### src/rtl/ps_pkg.sv
// Shared program-sequencer definitions: stack status bit positions, ureg codes
// and the push/pop strobe decode used by the PC stack.
package ps_pkg;

    localparam int STK_EMPTY = 0;
    localparam int STK_FULL  = 1;
    localparam int STK_OVF   = 2;
    localparam int STK_UNF   = 3;

    localparam logic [4:0] PS_UREG_PCSTK  = 5'b00100;
    localparam logic [4:0] PS_UREG_PCSTKP = 5'b00101;
    localparam logic [4:0] PS_UREG_STKY   = 5'b11110;

    typedef enum logic [1:0] {
        STK_OP_NONE = 2'b00,
        STK_OP_PUSH = 2'b01,
        STK_OP_POP  = 2'b10,
        STK_OP_SWAP = 2'b11
    } stk_op_e;

    function automatic stk_op_e stk_decode(input logic push, input logic pop);
        return stk_op_e'({pop, push});
    endfunction

endpackage

### src/rtl/ps_stk_flags.sv
// PC stack pointer and status: saturating entry count plus sticky
// overflow/underflow flags.
module ps_stk_flags
    import ps_pkg::*;
#(
    parameter int DEPTH = 4,
    parameter int PW    = $clog2(DEPTH + 1)
) (
    input  logic          clk,
    input  logic          rst,
    input  stk_op_e       i_op,
    input  logic          i_stky_clr,
    output logic [PW-1:0] o_pntr,
    output logic          o_empty,
    output logic          o_full,
    output logic          o_ovf,
    output logic          o_unf
);

    logic [PW-1:0] r_pntr;
    logic          r_ovf;
    logic          r_unf;
    logic          w_empty;
    logic          w_full;
    logic          w_set_ovf;
    logic          w_set_unf;

    assign w_empty   = (r_pntr == '0);
    assign w_full    = (r_pntr == PW'(DEPTH));
    assign w_set_ovf = (i_op == STK_OP_PUSH) && w_full;
    assign w_set_unf = (i_op == STK_OP_POP) && w_empty;

    always_ff @(posedge clk or negedge rst) begin
        if (!rst) begin
            r_pntr <= '0;
            r_ovf  <= 1'b0;
            r_unf  <= 1'b0;
        end else begin
            case (i_op)
                STK_OP_PUSH: if (!w_full)  r_pntr <= r_pntr + PW'(1);
                STK_OP_POP:  if (!w_empty) r_pntr <= r_pntr - PW'(1);
                // a combined push/pop on an empty stack degenerates to a push
                STK_OP_SWAP: if (w_empty)  r_pntr <= r_pntr + PW'(1);
                default: ;
            endcase
            r_ovf <= w_set_ovf | (r_ovf & ~i_stky_clr);
            r_unf <= w_set_unf | (r_unf & ~i_stky_clr);
        end
    end

    assign o_pntr  = r_pntr;
    assign o_empty = w_empty;
    assign o_full  = w_full;
    assign o_ovf   = r_ovf;
    assign o_unf   = r_unf;

endmodule

### src/rtl/ps_pc_stack.sv
// Program-sequencer PC stack: DEPTH-entry LIFO of return addresses with
// push, pop, replace-top, ureg top write and sticky status.
module ps_pc_stack
    import ps_pkg::*;
#(
    parameter int AW    = 16,
    parameter int DEPTH = 4,
    parameter int PW    = $clog2(DEPTH + 1)
) (
    input  logic          clk,
    input  logic          rst,
    input  logic          push,
    input  logic          pop,
    input  logic [AW-1:0] push_dt,
    input  logic          wr_en,
    input  logic [AW-1:0] wr_dt,
    input  logic          stky_clr,
    output logic [AW-1:0] top_dt,
    output logic [PW-1:0] pntr,
    output logic          empty,
    output logic          full,
    output logic          ovf,
    output logic          unf,
    output logic [3:0]    stky
);

    localparam int AIW = (DEPTH > 1) ? $clog2(DEPTH) : 1;

    logic [AW-1:0]  r_mem [DEPTH];
    stk_op_e        w_op;
    logic [PW-1:0]  w_top_pntr;
    logic [AIW-1:0] w_top_idx;
    logic [AIW-1:0] w_wr_idx;
    logic [AW-1:0]  w_wr_dt;
    logic           w_we;

    assign w_op = stk_decode(push, pop);

    ps_stk_flags #(
        .DEPTH (DEPTH),
        .PW    (PW)
    ) u_flags (
        .clk        (clk),
        .rst        (rst),
        .i_op       (w_op),
        .i_stky_clr (stky_clr),
        .o_pntr     (pntr),
        .o_empty    (empty),
        .o_full     (full),
        .o_ovf      (ovf),
        .o_unf      (unf)
    );

    assign w_top_pntr = pntr - PW'(1);
    assign w_top_idx  = empty ? '0 : w_top_pntr[AIW-1:0];

    // Empty stack: the top index is 0, so replace-top and ureg write land on mem[0].
    always_comb begin
        w_we     = 1'b0;
        w_wr_idx = w_top_idx;
        w_wr_dt  = push_dt;
        case (w_op)
            STK_OP_PUSH: begin
                w_we     = ~full;
                w_wr_idx = pntr[AIW-1:0];
            end
            STK_OP_SWAP: w_we = 1'b1;
            STK_OP_NONE: begin
                w_we    = wr_en;
                w_wr_dt = wr_dt;
            end
            default: ;
        endcase
    end

    always_ff @(posedge clk or negedge rst) begin
        if (!rst) begin
            for (int i = 0; i < DEPTH; i++) r_mem[i] <= '0;
        end else if (w_we) begin
            r_mem[w_wr_idx] <= w_wr_dt;
        end
    end

    assign top_dt           = r_mem[w_top_idx];
    assign stky[STK_EMPTY]  = empty;
    assign stky[STK_FULL]   = full;
    assign stky[STK_OVF]    = ovf;
    assign stky[STK_UNF]    = unf;

endmodule

### config.mk
export PLATFORM = sky130hd
export DESIGN_NAME = ps_pc_stack
export DESIGN_NICKNAME = d
export VERILOG_FILES = /design/src/rtl/ps_pkg.sv /design/src/rtl/ps_stk_flags.sv /design/src/rtl/ps_pc_stack.sv
export SDC_FILE = /design/constraint.sdc
export NUM_CORES = 1
export LEC_CHECK = 0
export ABC_AREA = 1
export BUFFER_PORTS_ARGS = -buffer_cell sky130_fd_sc_hd__clkbuf_2
export CAP_MARGIN = 5
export CORE_UTILIZATION = 30
export DETAILED_ROUTE_END_ITERATION = 16
export GPL_ROUTABILITY_DRIVEN = 1
export SYNTH_ARGS = -nofsm -noshare
export SYNTH_HDL_FRONTEND = slang
export SYNTH_HIERARCHICAL = 1
export SYNTH_SLANG_ARGS = --single-unit
### constraint.sdc
create_clock -name clk -period 2.2 [get_ports clk]
set_input_delay 0.11 -clock clk [delete_from_list [all_inputs] [get_ports clk]]
set_output_delay 0.11 -clock clk [all_outputs]
set_load 0.005 [all_outputs]
==> results.cfg <==
[sta]
tns_ns = 0
fmax_ghz = 0.486
whs_ns = 0.105
hold_viol = 0
slew_headroom = 0.740
skew_ns = 0.00918
slew_violations = 0
post-route-period-util = 0.936
max_slew.worst_pin.slew_ns = 0.389
min_period_ns = 2.06
rsz0062_at_grt = no
setup_viol = 0

[final_layout]
syn2layout_area_growth_pct = 23.9
stdcell_count = 762
nNetsFinal = 628
multi_input_area_sq_um = 1820
num_antenna_cells = 0
drive_gt1_frac = 0.212
n_fill_cell = 1283
regArea_sq_um = 1730

[floorplan]
chipHeight_microns = 114
coreArea_sq_um = 12200
io_pins = 65
dieArea_sq_um = 13100
initial_core_util = 0.312
placementRows = 40
fp.dieW_microns = 114

[detailed_routing]
wirelength_mm = 11.0
routedWlPerCell_microns = 14.5
drt-pass1-iter-count = 4
vias = 3632
ant_nets = 0
drt-vias-per-instance = 4.77
drtIter0Drc = 254
drc = 0

[clocking]
cts_root_buffer = clkbuf_16
cts_tree = yes
clockBufferDepth = 2
post-cts-setup-buffer-count = 0
clkSinkCount = 69
cts_buffers = 9
cts.clk_slew.worst_paths_ns = 0.06
cts.htree.levels = 3
clk_latency_ns = 0.34

[worst_setup_path]
cp_max_fo = 32
worstSetupPathType = reg2out
startpoint = u_flags/o_pntr[2]
worst_setup_path_end_kind = output port
cp_cell_sequence = inv_2, nand2_2, inv_4, nor2_4, buf_12, nand2_1, nand2_1, nor2_1, a31oi_1, clkbuf_2
startpoint_type = flop
timing.rr.start = u_flags/o_pntr[2]
reg2reg_slack_ns = 0.30
cp_data_arrival_time_ns = 1.95
worstPathRequired_ns = 2.09
cpMostUsedCell = nand2_1
slowest_delay_ns = 0.40
worst-path-buf-inv = 4
critical-path-top-delay-family = buffers and inverters
cp_slowest_cell = dfrtp_2

[yosys]
synth_nets = 568
syn_inst = 529
syn-cell-area_sq_um = 3790
synth_warnings = 6
ys_types = 25
ys_ff_latch = 69
seq_area_frac_synth = 0.456
syn_avg_cell_area_sq_um = 7.16

[placement]
dpl.cell_count = 743
port_buffers = 64
place_congestion = 0.768
dpl.hpwl_mm = 7.15

[global_routing]
grt_pass1_vias = 3607
antenna_found_initial = 0
grt_pass1_wl_mm = 18.2
grtUsageTotal = 0.182
overflow = 0
grt_max_degree = 70

[worst_hold_path]
worstHoldStart = push
hp-class = in2reg

[status]
status = complete, no violations

[job]
maxCapViolations = 0

[pwr]
max-vdd-ir-drop_mv = 0.686
total_power_uw = 7890
powerDensity_nw_per_um2 = 1680
p_leak_uw = 0.00254
[metal layers]
layer | global-route usage | up-vias | share of wire
li1 | - | 1799 | -
met1 | 0.231 | 1712 | 0.45
met2 | 0.307 | 108 | 0.48
met3 | 0.0445 | 13 | 0.060
met4 | 0.0580 | 0 | 0.016
met5 | 0 | - | 0
[path summary, 6_finish.rpt]
path,to,depth (start not counted)
setup / recovery,top_dt[9],10
hold / removal,u_flags/o_ovf,3
setup reg to reg,r_mem[41],11
hold reg to reg,r_mem[27],2
max in group asynchronous,r_mem[18],3
min in group asynchronous,r_mem[26],3
[cell usage in the layout (no fill, tap or decap)]
master         Yosys  layout
nand2_1          264     264
nand3_1           70      70
dfrtp_1           69      68
clkbuf_2           0      63
nor2_1            17      17
o21ai_0           17      17
a31oi_1           16      13
inv_1             13      12
buf_4             11      12
clkbuf_16          0      10
nand2_2            9       9
inv_2              5       4
buf_12             0       4
a31oi_2            0       3
nor2_4             2       2
inv_4              0       2
nand2_4            2       2
nor2_8             2       2
nor2_2             2       2
bufinv_16          0       2
clkinv_2           0       2
dlygate4sd3_1      0       2
nand3_2            1       1
nand4_1            1       1
o21ai_2            1       1
clkinvlp_4         0       1
clkinv_4           0       1
clkbuf_8           0       1
buf_2             11       1
o22ai_1            1       1
nor3_1             1       1
a21oi_1            1       1
fa_1               1       1
dfrtp_2            0       1
[synth_stat cells]
cell | count | share of area
nand3_1 | 70 | 0.092
nand4_1 | 1 | 0.0017
buf_2 | 11 | 0.015
a21oi_1 | 1 | 0.0013
inv_2 | 5 | 0.0050
o21ai_2 | 1 | 0.0023
nor2_1 | 17 | 0.017
buf_6 | 1 | 0.0030
nand3_2 | 1 | 0.0026
buf_4 | 11 | 0.022
nor2_8 | 2 | 0.011
nand2_1 | 264 | 0.26
nand2_2 | 9 | 0.015
nor3_1 | 1 | 0.0013
fa_1 | 1 | 0.0053
nor2_2 | 2 | 0.0033
clkbuf_1 | 9 | 0.0089
nand2_4 | 2 | 0.0059
a31oi_1 | 16 | 0.026
nor2_4 | 2 | 0.0059
o22ai_1 | 1 | 0.0017
inv_1 | 13 | 0.013
o21ai_0 | 17 | 0.022
buf_1 | 2 | 0.0020
dfrtp_1 | 69 | 0.46
[kinds of logic (layout without fill, tap and decap cells)]
family / after synthesis / count (layout) / synth area share
and+or+nand+nor: 371 / 371 / 0.417
adders and majority gates: 1 / 1 / 0.00528
DFF: 69 / 69 / 0.456
buffers and inverters: 52 / 117 / 0.0680
AOI/OAI and AO/OA: 36 / 36 / 0.0541
[registers in the layout, indices dropped and copies added (netlist names)]
| register | count |
|---|---|
| u_flags/o_pntr | 3 |
| u_flags/o_unf | 1 |
| r_mem | 64 |
| u_flags/o_ovf | 1 |
[repair_timing]
action                                  4_1_cts  5_1_grt
endpoints found under the setup margin        3       16
hold endpoints to repair                     71        0
pin swaps                                     0        1
resized for setup                             3        4
hold buffers                                  2        0
gates cloned                                  0        1
[final cells by class]
class / count / share of cell area
multi-input cells: 408 / 0.388
flip-flops and latches: 69 / 0.368
repair buffers: 83 / 0.114
clock buffers: 10 / 0.0509
well taps: 168 / 0.0448
clock inverters: 6 / 0.0184
inverters: 18 / 0.0155
[per-stage QoR]
stage | worst slack [ns] | area [sq um] | utilization
after floorplan | 0.446 | 3790 | -
after global placement | 0.340 | 4300 | 0.354
after detailed placement | 0.304 | 4300 | 0.354
after CTS | 0.00891 | 4660 | 0.384
after global routing | 0.00304 | 4700 | 0.386
final | 0.141 | 4700 | 0.386
[worst register-to-register path: cells and delay by family, from the launching register on]
| kind | cells | cell delay, ns |
|---|---|---|
| buffers and inverters | 4 | 0.52 |
| DFF | 1 | 0.40 |
| and+or+nand+nor | 7 | 0.92 |
[power breakdown]
group	leakage [uW]	internal (uW)	switching, uW	total [uW]
clock	0.000158	1020	556	1580
sequential	0.000869	1850	305	2160
combinational	0.00151	1520	2640	4160
total	0.00254	4390	3500	7890
No activity file was read; power rests on OpenSTA's default activity.
